[config.mk]
export PLATFORM = sky130hd
export DESIGN_NAME = digit_frame_mux
export DESIGN_NICKNAME = d
export VERILOG_FILES = /design/src/rtl/digit_frame_mux.sv
export SDC_FILE = /design/constraint.sdc
export NUM_CORES = 1
export LEC_CHECK = 0
export ABC_AREA = 1
export CAP_MARGIN = 15
export CORE_MARGIN = 4
export CORE_UTILIZATION = 60
export CTS_BUF_LIST = sky130_fd_sc_hd__clkbuf_4
export DETAILED_ROUTE_END_ITERATION = 7
export GPL_ROUTABILITY_DRIVEN = 0
export PLACE_DENSITY = 0.88
export SYNTH_ARGS = -nofsm -noshare
export SYNTH_HDL_FRONTEND = slang
export SYNTH_SLANG_ARGS = --single-unit
[constraint.sdc]
create_clock -name clk -period 2.6 [get_ports clk]
set_input_delay 0.26 -clock clk [delete_from_list [all_inputs] [get_ports clk]]
set_output_delay 0.26 -clock clk [all_outputs]
set_load 0.1 [all_outputs]
[src/rtl/digit_frame_mux.sv]
// Cathode driver for an 8-digit multiplexed hex display: double-buffered display word
// committed on the 7->0 frame boundary, hex decode, per-digit decimal point and blink.
module digit_frame_mux #(
  parameter int BLINK_FRAMES = 30
) (
  input  logic        clk,
  input  logic        reset,
  input  logic [2:0]  seg_sel,
  input  logic [31:0] data_in,
  input  logic        load,
  output logic        load_ack,
  output logic        pending,
  input  logic [7:0]  dp_in,
  input  logic [7:0]  blink_en,
  output logic [6:0]  seg,
  output logic        dp
);

  localparam int CW = (BLINK_FRAMES > 1) ? $clog2(BLINK_FRAMES) : 1;
  localparam logic [CW-1:0] CNT_LAST = CW'(BLINK_FRAMES - 1);

  logic [2:0]    r_sel_q;
  logic [31:0]   r_display;
  logic [31:0]   r_pend;
  logic          r_pending;
  logic          r_load_ack;
  logic [CW-1:0] r_blink_cnt;
  logic          r_blink_phase;
  logic [6:0]    r_seg;
  logic          r_dp;

  logic          w_wrap;
  logic [3:0]    w_nib;
  logic [6:0]    w_hex;
  logic          w_blank;

  assign w_wrap  = (r_sel_q == 3'd7) && (seg_sel == 3'd0);
  assign w_nib   = r_display[{seg_sel, 2'b00} +: 4];
  assign w_blank = r_blink_phase && blink_en[seg_sel];

  always_comb begin
    w_hex = 7'b1111111;
    case (w_nib)
      4'h0: w_hex = 7'b0000001;
      4'h1: w_hex = 7'b1001111;
      4'h2: w_hex = 7'b0010010;
      4'h3: w_hex = 7'b0000110;
      4'h4: w_hex = 7'b1001100;
      4'h5: w_hex = 7'b0100100;
      4'h6: w_hex = 7'b0100000;
      4'h7: w_hex = 7'b0001111;
      4'h8: w_hex = 7'b0000000;
      4'h9: w_hex = 7'b0000100;
      4'hA: w_hex = 7'b0001000;
      4'hB: w_hex = 7'b1100000;
      4'hC: w_hex = 7'b0110001;
      4'hD: w_hex = 7'b1000010;
      4'hE: w_hex = 7'b0110000;
      4'hF: w_hex = 7'b0111000;
      default: w_hex = 7'b1111111;
    endcase
  end

  // Commit happens before the same-cycle load, so the older pending word is never lost.
  always_ff @(posedge clk or negedge reset) begin
    if (!reset) begin
      r_sel_q    <= 3'd0;
      r_display  <= 32'd0;
      r_pend     <= 32'd0;
      r_pending  <= 1'b0;
      r_load_ack <= 1'b0;
    end else begin
      r_sel_q    <= seg_sel;
      r_load_ack <= load;
      if (w_wrap && r_pending) begin
        r_display <= r_pend;
      end
      if (load) begin
        r_pend    <= data_in;
        r_pending <= 1'b1;
      end else if (w_wrap) begin
        r_pending <= 1'b0;
      end
    end
  end

  always_ff @(posedge clk or negedge reset) begin
    if (!reset) begin
      r_blink_cnt   <= '0;
      r_blink_phase <= 1'b0;
    end else if (w_wrap) begin
      if (r_blink_cnt == CNT_LAST) begin
        r_blink_cnt   <= '0;
        r_blink_phase <= ~r_blink_phase;
      end else begin
        r_blink_cnt <= r_blink_cnt + 1'b1;
      end
    end
  end

  always_ff @(posedge clk or negedge reset) begin
    if (!reset) begin
      r_seg <= 7'b1111111;
      r_dp  <= 1'b1;
    end else if (w_blank) begin
      r_seg <= 7'b1111111;
      r_dp  <= 1'b1;
    end else begin
      r_seg <= w_hex;
      r_dp  <= ~dp_in[seg_sel];
    end
  end

  assign load_ack = r_load_ack;
  assign pending  = r_pending;
  assign seg      = r_seg;
  assign dp       = r_dp;

endmodule

==> results of run 1 <==
per-layer routing:
layer | global-route usage (%) | vias to the layer above
met1 | 27.3 | 1481
met2 | 34.7 | 120
li1 | - | 1602
met3 | 4.98 | 22
met5 | 0 | -
met4 | 11.0 | 0
final cells by class:
cell class,count,area [um^2]
fill,477,1610
clock inverter,6,113
clock buffer,10,75.1
multi-input combinational,328,1550
tap,77,96.3
sequential,83,2090
timing repair buffer,69,661
inverter,48,188
cells in the mapped netlist:
| cell | number |
|---|---|
| xor2_1 | 2 |
| a32o_1 | 2 |
| inv_2 | 4 |
| a21oi_1 | 5 |
| nand4_1 | 1 |
| nand2_2 | 11 |
| dfstp_2 | 8 |
| buf_8 | 2 |
| buf_4 | 5 |
| o22ai_1 | 2 |
| nor2_4 | 2 |
| clkbuf_2 | 2 |
| buf_2 | 2 |
| nor2_1 | 20 |
| ha_1 | 8 |
| nor2_2 | 1 |
| nand3_2 | 6 |
| dfrtp_1 | 75 |
| o21ai_2 | 1 |
| o21ai_4 | 1 |
| inv_1 | 43 |
| o21ai_1 | 2 |
| nand2_4 | 1 |
| nand3_4 | 1 |
| nand3_1 | 34 |
| buf_6 | 3 |
| o21ai_0 | 35 |
| xnor2_1 | 1 |
| inv_8 | 1 |
| nand2_1 | 192 |
| clkbuf_1 | 7 |
worst max-delay path, cell delays in order:
cell             delay (ps)
clkdlybuf4s50_1         460
buf_4                   310
inv_8                   120
nand2_1                  90
nand3_1                  60
nand2_1                  70
nand2_1                  50
nand2_2                 110
inv_2                    80
ha_1                    300
nand3_1                 120
nor2_1                   60
nor2_1                  110
nand2_1                  70
through the flow:
step           util [%]  worst slack (ps)  cells  area [um^2]
3_5_place_dp       71.8               274    605         4580
6_report           74.7               678    621         4770
2_1_floorplan         -               888    480         3980
5_1_grt            74.7               594    621         4770
4_1_cts            74.7               740    621         4770
3_3_place_gp       71.8               394    605         4580
registers in the layout, summed over array words and instances, names as in the netlist:
| register | cells |
|---|---|
| r_sel_q | 3 |
| r_blink_phase | 1 |
| r_blink_cnt | 5 |
| r_pend | 32 |
| dp | 1 |
| seg | 7 |
| load_ack | 1 |
| pending | 1 |
| r_display | 32 |
worst paths after layout:
check / startpoint / endpoint / depth (start not counted)
max: seg_sel[0] / seg[5] / 14
min: reset / r_pend[2] / 1
max reg2reg: r_display[13] / seg[3] / 11
min reg2reg: r_pend[24] / r_pend[24] / 2
max in group asynchronous: reset / r_pend[17] / 1
min in group clk: data_in[24] / r_pend[24] / 3
report_power, final:
group	internal [W]	switching, W
registers	0.00152	0.0000768
clock network	0.000501	0.000441
logic	0.000286	0.000604
total	0.00230	0.00112
logic make-up after synthesis:
kind of cell               count (synthesis)  synth area share, %
DFF                                       83                 52.5
AOI/OAI and AO/OA                         48                 6.74
and+or+nand+nor                          269                 29.1
xor gates and xnor gates                   3                0.661
buffers and inverters                     69                 8.44
adders and majority gates                  8                 2.52
==> flow_summary.json, run 1 <==
{
  "grtUsageTotal_pct": 21.6,
  "final_layout_size_suffix_gt1_share_pct": 12.9,
  "r2r_slack_ps": 910,
  "worst_setup_hold_path_clk_slew_ps": 130,
  "finalWirelength_um": 7920,
  "crit_path_max_fanout": 27,
  "floorplan.initialDensity_pct": 62.2,
  "route.antenna.remaining_nets": 0,
  "max_slew.worst_pin.slew_ps": 1010,
  "detailroute.wirelength.met2_um": 3720,
  "class_of_the_tightest_hold_or_removal_check": "in -> async",
  "grt_pass1_vias": 3057,
  "max_clock_freq_ghz": 0.520,
  "yosys.area.top_type_share_pct": 47.2,
  "synth.top_cells.by_area": "dfrtp_1 (47%), nand2_1 (18%), dfstp_2 (5.3%)",
  "placeableCoreArea_mm2": 0.00639,
  "synthesis.area_mm2": 0.00398,
  "number_of_nets_in_the_layout": 601,
  "avgSynthCellArea_um2": 8.28,
  "design_power_total_w": 0.00343,
  "synth.distinct_cells": 31,
  "wire_length_of_the_first_global_routing_pass_um": 13300,
  "fp.dieH_um": 89.4,
  "yosys_register_bits": 83,
  "ys_seq_area_share_pct": 52.5,
  "max-vdd-ir-drop_v": 0.000512,
  "post_cts_resize_count": 0,
  "timing.final.hold_violations": 6,
  "clockBufferDepth": 2,
  "grt_setup_unrepaired": "false",
  "die_area_mm2": 0.00799,
  "num_rows": 29,
  "finalSetupViolations": 0,
  "cp-end-kind": "flop",
  "run_status": "finished, violations left",
  "met1_wire_length_um": 3450,
  "fin_worst_skew_ps": 12.1,
  "h-tree-depth": 3,
  "cts_setup_buffers": 0,
  "grt.overflow.total": 0,
  "ios": 64,
  "vias": 3225,
  "cts_inserted_buffers": 9,
  "clock_insertion_delay_at_the_later_pin_of_the_skew_report_ps": 430,
  "post-route-drc-count": 0,
  "leakage_nw": 2.40,
  "fin_crit_ps": 1920,
  "detailedRoute.firstPassIterationCount": 5,
  "dr.first_iter.drc_count": 202,
  "failed_checks": "hold timing",
  "area_growth_syn_to_layout_pct": 20.1,
  "tritoncts": "built",
  "antenna_violations_before_repair": 0,
  "timing.setup.tns_ps": 0,
  "met3WireLength_um": 601,
  "wl_per_cell_um": 12.8,
  "timing_max_transition_violations_final": 0,
  "synth_warnings": 0,
  "setup.worst_path.start_class": "input port",
  "count_of_inserted_antenna_diode_cells": 0,
  "dpl.hpwl_um": 5350,
  "clk_root_buffer_cell": "clkbuf_4",
  "synth_fp_nets": 542,
  "post_drt_via_cell_ratio": 5.19,
  "worst-endpoint-arrival_ps": 2280,
  "ctsHoldBuffers": 0,
  "cts.sinks": 83,
  "die_width_um": 89.4,
  "worst_ep_required_time_ps": 2960,
  "final_cell_mix": "nand2_1 (192), dfrtp_1 (75), clkdlybuf4s50_1 (52)",
  "routed.top_layer": "met4",
  "post-synth-top-area-cell": "dfrtp_1",
  "pwr_density_cell_mw_per_mm2": 718,
  "finalCritPeriodShare_pct": 73.9,
  "postSynthCellCount": 480,
  "whs_ps": -8.32,
  "worst_slew_margin_rel_pct": 32.8,
  "final_common_cell": "nand2_1",
  "grt_max_degree": 84,
  "timing.max_cap.violations": 0,
  "port_buffers": 63,
  "timing_worst_setup_path_type": "in -> reg"
}
Power figures use the tool's default switching activity.
==> run 2: changes to the inputs <==
- CORE_UTILIZATION: 60 -> 55
- PLACE_DENSITY: 0.88 -> 0.82
- clock period: 2.6 -> 2 ns (I/O delays scaled with it)
==> flow_summary.json, run 2 (synthesis results as in run 1) <==
{
  "run_status": "finished, final reports clean",
  "cp-end-kind": "flop",
  "setup.worst_path.start_class": "input port",
  "utilization_pct": 71.7,
  "detailedRoute.firstPassIterationCount": 4,
  "cp.buffers_inverters": 4,
  "post_cts_resize_count": 0,
  "wire_length_of_the_first_global_routing_pass_um": 13900,
  "grt_max_degree": 65,
  "vias": 3241,
  "dp_worst_setup_slack_ps": -60.7,
  "final_common_cell": "nand2_1",
  "timing.final.hold_violations": 0,
  "number_of_nets_in_the_layout": 615,
  "timing_worst_setup_path_type": "in -> reg",
  "grt_setup_unrepaired": "false",
  "final_layout_size_suffix_gt1_share_pct": 14.9,
  "cts.sinks": 83,
  "grtUsageTotal_pct": 20.2,
  "route.antenna.remaining_nets": 0,
  "fin_worst_skew_ps": 12.9,
  "dpl.hpwl_um": 5800,
  "max-vdd-ir-drop_v": 0.000562,
  "cpMaxStageDelayCell": "clkdlybuf4s50_1",
  "leakage_nw": 2.49,
  "dr.first_iter.drc_count": 211,
  "port_buffers": 63,
  "timing.setup.tns_ps": 0,
  "crit_path_max_fanout": 17,
  "count_of_inserted_antenna_diode_cells": 0,
  "finalSetupViolations": 0,
  "grt_pass1_vias": 3170,
  "clk_root_buffer_cell": "clkbuf_4",
  "max_slew.worst_pin.slew_ps": 563,
  "antenna_violations_before_repair": 0,
  "worst_ep_required_time_ps": 2380,
  "fin_crit_ps": 1620,
  "floorplan.initialDensity_pct": 57.6,
  "ios": 64,
  "cts_inserted_buffers": 9,
  "placeableCoreArea_mm2": 0.00691,
  "pwr_density_cell_mw_per_mm2": 933,
  "class_of_the_tightest_hold_or_removal_check": "in -> reg",
  "critPathMaxStageDelay_ps": 520,
  "fp.dieH_um": 93.0,
  "path_common_cell": "nand2_1",
  "area_growth_syn_to_layout_pct": 24.6,
  "worst_setup_hold_path_clk_slew_ps": 130,
  "worst_slew_margin_rel_pct": 62.5,
  "wl_per_cell_um": 12.4,
  "num_rows": 30,
  "r2r_slack_ps": 420,
  "final_cell_mix": "nand2_1 (192), dfrtp_1 (75), clkdlybuf4s50_1 (52)",
  "post_drt_via_cell_ratio": 4.96,
  "timing_max_transition_violations_final": 0,
  "clockBufferDepth": 2,
  "worst-endpoint-arrival_ps": 2000,
  "dpl_cell_area_mm2": 0.00473,
  "design_power_total_w": 0.00462,
  "critical_path.top_delay_family": "buffers and inverters",
  "layout_setup_ws_ps": 378,
  "die_width_um": 93.0,
  "tritoncts": "built",
  "max_clock_freq_ghz": 0.616,
  "stdcell_area_mm2": 0.00495,
  "post-route-drc-count": 0,
  "grt.overflow.total": 0,
  "clock_insertion_delay_at_the_later_pin_of_the_skew_report_ps": 440,
  "finalWirelength_um": 8140,
  "timing.max_cap.violations": 0,
  "finalCritPeriodShare_pct": 81.1,
  "die_area_mm2": 0.00865,
  "timing.critical_path.cells": "clkdlybuf4s50_1, buf_12, inv_8, nand2_1, nand3_1, nand2_1, nand2_1, nand2_2, inv_2, ha_1, nand3_1, nor2_1, nor2_1, nand2_1",
  "h-tree-depth": 3
}
[run 2: area by class of cell]
| cell class | count | area, um^2 |
|---|---|---|
| clock inverters | 6 | 138 |
| flip-flops and latches | 83 | 2090 |
| clock buffers | 10 | 75.1 |
| multi-input cells | 328 | 1550 |
| repair buffers | 83 | 793 |
| fillers | 530 | 1950 |
| inverters | 48 | 188 |
| well taps | 96 | 120 |
[run 2: per-stage QoR]
step	hold WS, ps	instances
6_report	271	654
5_1_grt	258	654
4_1_cts	248	654
3_5_place_dp	233	637
3_3_place_gp	227	637
2_1_floorplan	-95.6	480
[run 2: worst register-to-register path: cells and delay by family, from the launching register on]
kind,cells,cell delay (ps)
AOI/OAI and AO/OA,1,220
adders and majority gates,1,210
buffers and inverters,2,200
DFF,1,380
and+or+nand+nor,7,490
[run 2: where the power goes]
part	total (W)	internal [W]	switching (W)
combinational	0.00119	0.000402	0.000787
clock	0.00136	0.000777	0.000581
sequential	0.00207	0.00197	0.000103
[run 2: worst paths after layout]
kind                              startpoint            end  depth (start not counted)
min in group asynchronous              reset      r_pend[3]                          2
worst max register to register  r_display[1]         seg[3]                         11
worst max-delay path              seg_sel[0]         seg[5]                         14
max in group asynchronous              reset  r_display[30]                          3
worst min register to register     r_pend[1]      r_pend[1]                          2
worst min-delay path             data_in[27]     r_pend[27]                          3
[run 2: per-layer routing]
layer	share of wire [%]	vias up	track usage, %	wire, um
li1	-	1634	-	-
met1	44	1507	24.8	3550
met4	1.6	0	7.33	129
met3	6.0	17	5.63	488
met2	49	83	34.1	3970
met5	0	-	0	0
[run 2: what timing repair did]
action | 4_1_cts | 5_1_grt
endpoints found under the hold margin | 35 | 0
hold buffers | 1 | 0
setup buffers | 0 | 0
setup endpoints to repair | 0 | 0
==> run 3: changes to the inputs <==
- clock period: 2 -> 1.59 ns (I/O delays scaled with it)
==> flow_summary.json, run 3 (synthesis results as in run 1) <==
{
  "run_status": "finished, violations left",
  "failed_checks": "setup timing",
  "cp-end-kind": "flop",
  "dpl.hpwl_um": 6220,
  "die_width_um": 93.0,
  "port_buffers": 63,
  "class_of_the_tightest_hold_or_removal_check": "in -> async",
  "clk_root_buffer_cell": "clkbuf_4",
  "cpMaxStageDelayCell": "dfrtp_1",
  "fp.dieH_um": 93.0,
  "route.antenna.remaining_nets": 0,
  "leakage_nw": 2.62,
  "layout_setup_ws_ps": -45.7,
  "number_of_nets_in_the_layout": 632,
  "max-vdd-ir-drop_v": 0.000522,
  "antenna_violations_before_repair": 0,
  "ios": 64,
  "final_layout_size_suffix_gt1_share_pct": 22.0,
  "finalCritPeriodShare_pct": 103,
  "max_clock_freq_ghz": 0.611,
  "h-tree-depth": 3,
  "floorplan.initialDensity_pct": 57.6,
  "finalWirelength_um": 10100,
  "worst_slew_margin_rel_pct": 76.6,
  "timing_worst_setup_path_type": "reg -> reg",
  "wl_per_cell_um": 15.1,
  "cts_inserted_buffers": 9,
  "grt_pass1_vias": 3285,
  "detailedRoute.firstPassIterationCount": 7,
  "post_drt_via_cell_ratio": 5.23,
  "post-route-drc-count": 0,
  "stdcell_area_mm2": 0.00535,
  "grtUsageTotal_pct": 20.7,
  "count_of_inserted_antenna_diode_cells": 0,
  "worst-endpoint-arrival_ps": 2010,
  "num_rows": 30,
  "max_slew.worst_pin.slew_ps": 352,
  "design_power_total_w": 0.00569,
  "grt_setup_unrepaired": "true",
  "grt.overflow.total": 0,
  "worst_ep_required_time_ps": 1970,
  "crit_path_max_fanout": 5,
  "wire_length_of_the_first_global_routing_pass_um": 14300,
  "fin_worst_skew_ps": 19.7,
  "fin_crit_ps": 1640,
  "critPathMaxStageDelay_ps": 390,
  "placeableCoreArea_mm2": 0.00691,
  "clockBufferDepth": 2,
  "vias": 3496,
  "timing.critical_path.cells": "inv_1, nand2_1, nand3_1, nand2_1, nand2_1, nand2_4, inv_6, ha_4, nand3_1, nand3_1, nand3_2",
  "grt_max_degree": 65,
  "dp_worst_setup_slack_ps": -470,
  "finalSetupViolations": 1,
  "worst_setup_hold_path_clk_slew_ps": 130,
  "timing.max_cap.violations": 0,
  "timing_max_transition_violations_final": 0,
  "final_common_cell": "nand2_1",
  "die_area_mm2": 0.00865,
  "pwr_density_cell_mw_per_mm2": 1060,
  "final_cell_mix": "nand2_1 (187), dfrtp_1 (74), clkdlybuf4s50_1 (51)",
  "cts.sinks": 83,
  "timing.setup.tns_ps": -45.7,
  "tritoncts": "built",
  "dr.first_iter.drc_count": 255,
  "dpl_cell_area_mm2": 0.00491,
  "clock_insertion_delay_at_the_later_pin_of_the_skew_report_ps": 450,
  "utilization_pct": 77.4,
  "timing.final.hold_violations": 0,
  "area_growth_syn_to_layout_pct": 34.5,
  "setup.worst_path.start_class": "flop",
  "layout.filler_cells": 470
}
[run 3: cell count changes in the layout (fill, tap and decap cells not counted), sizes merged]
cell | previous run | this run
clkbuf | 10 | 15
dlymetal6s2s | 0 | 1
bufinv | 4 | 1
clkdlybuf4s50 | 52 | 51
buf | 30 | 44
clkinv | 2 | 1
[run 3: final timing paths]
| kind | startpoint | endpoint | slack (ps) | cells after the start |
|---|---|---|---|---|
| worst max-delay path | r_display[28] | seg[3] | -50 | 11 |
| worst min-delay path | reset | r_blink_cnt[1] | 150 | 2 |
| worst max register to register | r_display[28] | seg[3] | -50 | 11 |
| worst min register to register | r_pend[6] | r_pend[6] | 490 | 2 |
| max in group asynchronous | reset | r_display[17] | 890 | 3 |
| min in group clk | data_in[22] | r_pend[22] | 230 | 3 |
[run 3: worst max-delay path, delay by kind of cell, from the launching register on]
kind          cells  cell delay (ps)
fa+ha+maj         1              200
buf+inv           2              180
flops             1              390
simple gates      8              810
[run 3: layout make-up]
type	instances	area (um^2)	share of cell area [%]
Inverter	48	193	3.60
Sequential cell	83	2090	39.1
Multi-Input combinational cell	328	1680	31.4
Tap cell	96	120	2.25
Timing Repair Buffer	100	1140	21.3
Clock inverter	2	38.8	0.726
Clock buffer	12	90.1	1.69
[run 3: what timing repair did]
action,CTS,global route
hold endpoints to repair,83,0
gates cloned,0,5
pin swaps,1,12
setup buffers,1,6
resized for setup,3,34
setup endpoints to repair,4,20
hold buffers,1,0
[run 3: report_power, final]
group / internal, W / leakage [nW] / switching, W
sequential: 0.00248 / 0.975 / 0.000167
clock: 0.000520 / 0.0735 / 0.000693
combinational: 0.000713 / 1.57 / 0.00111
total: 0.00372 / 2.62 / 0.00197
[run 3: per-stage QoR]
stage	cells	hold WS [ps]
finish	669	150
global route	669	171
CTS	658	177
detailed placement	642	96.1
global placement	642	92.2
floorplan	480	-137
[run 3: routing by layer]
layer  global-route usage [%]  vias up  routed length [um]
met4                     10.9        0                 369
met5                        0        -                   0
met2                     34.4      148                5010
met1                     26.0     1648                4150
li1                         -     1664                   -
met3                     3.54       36                 602
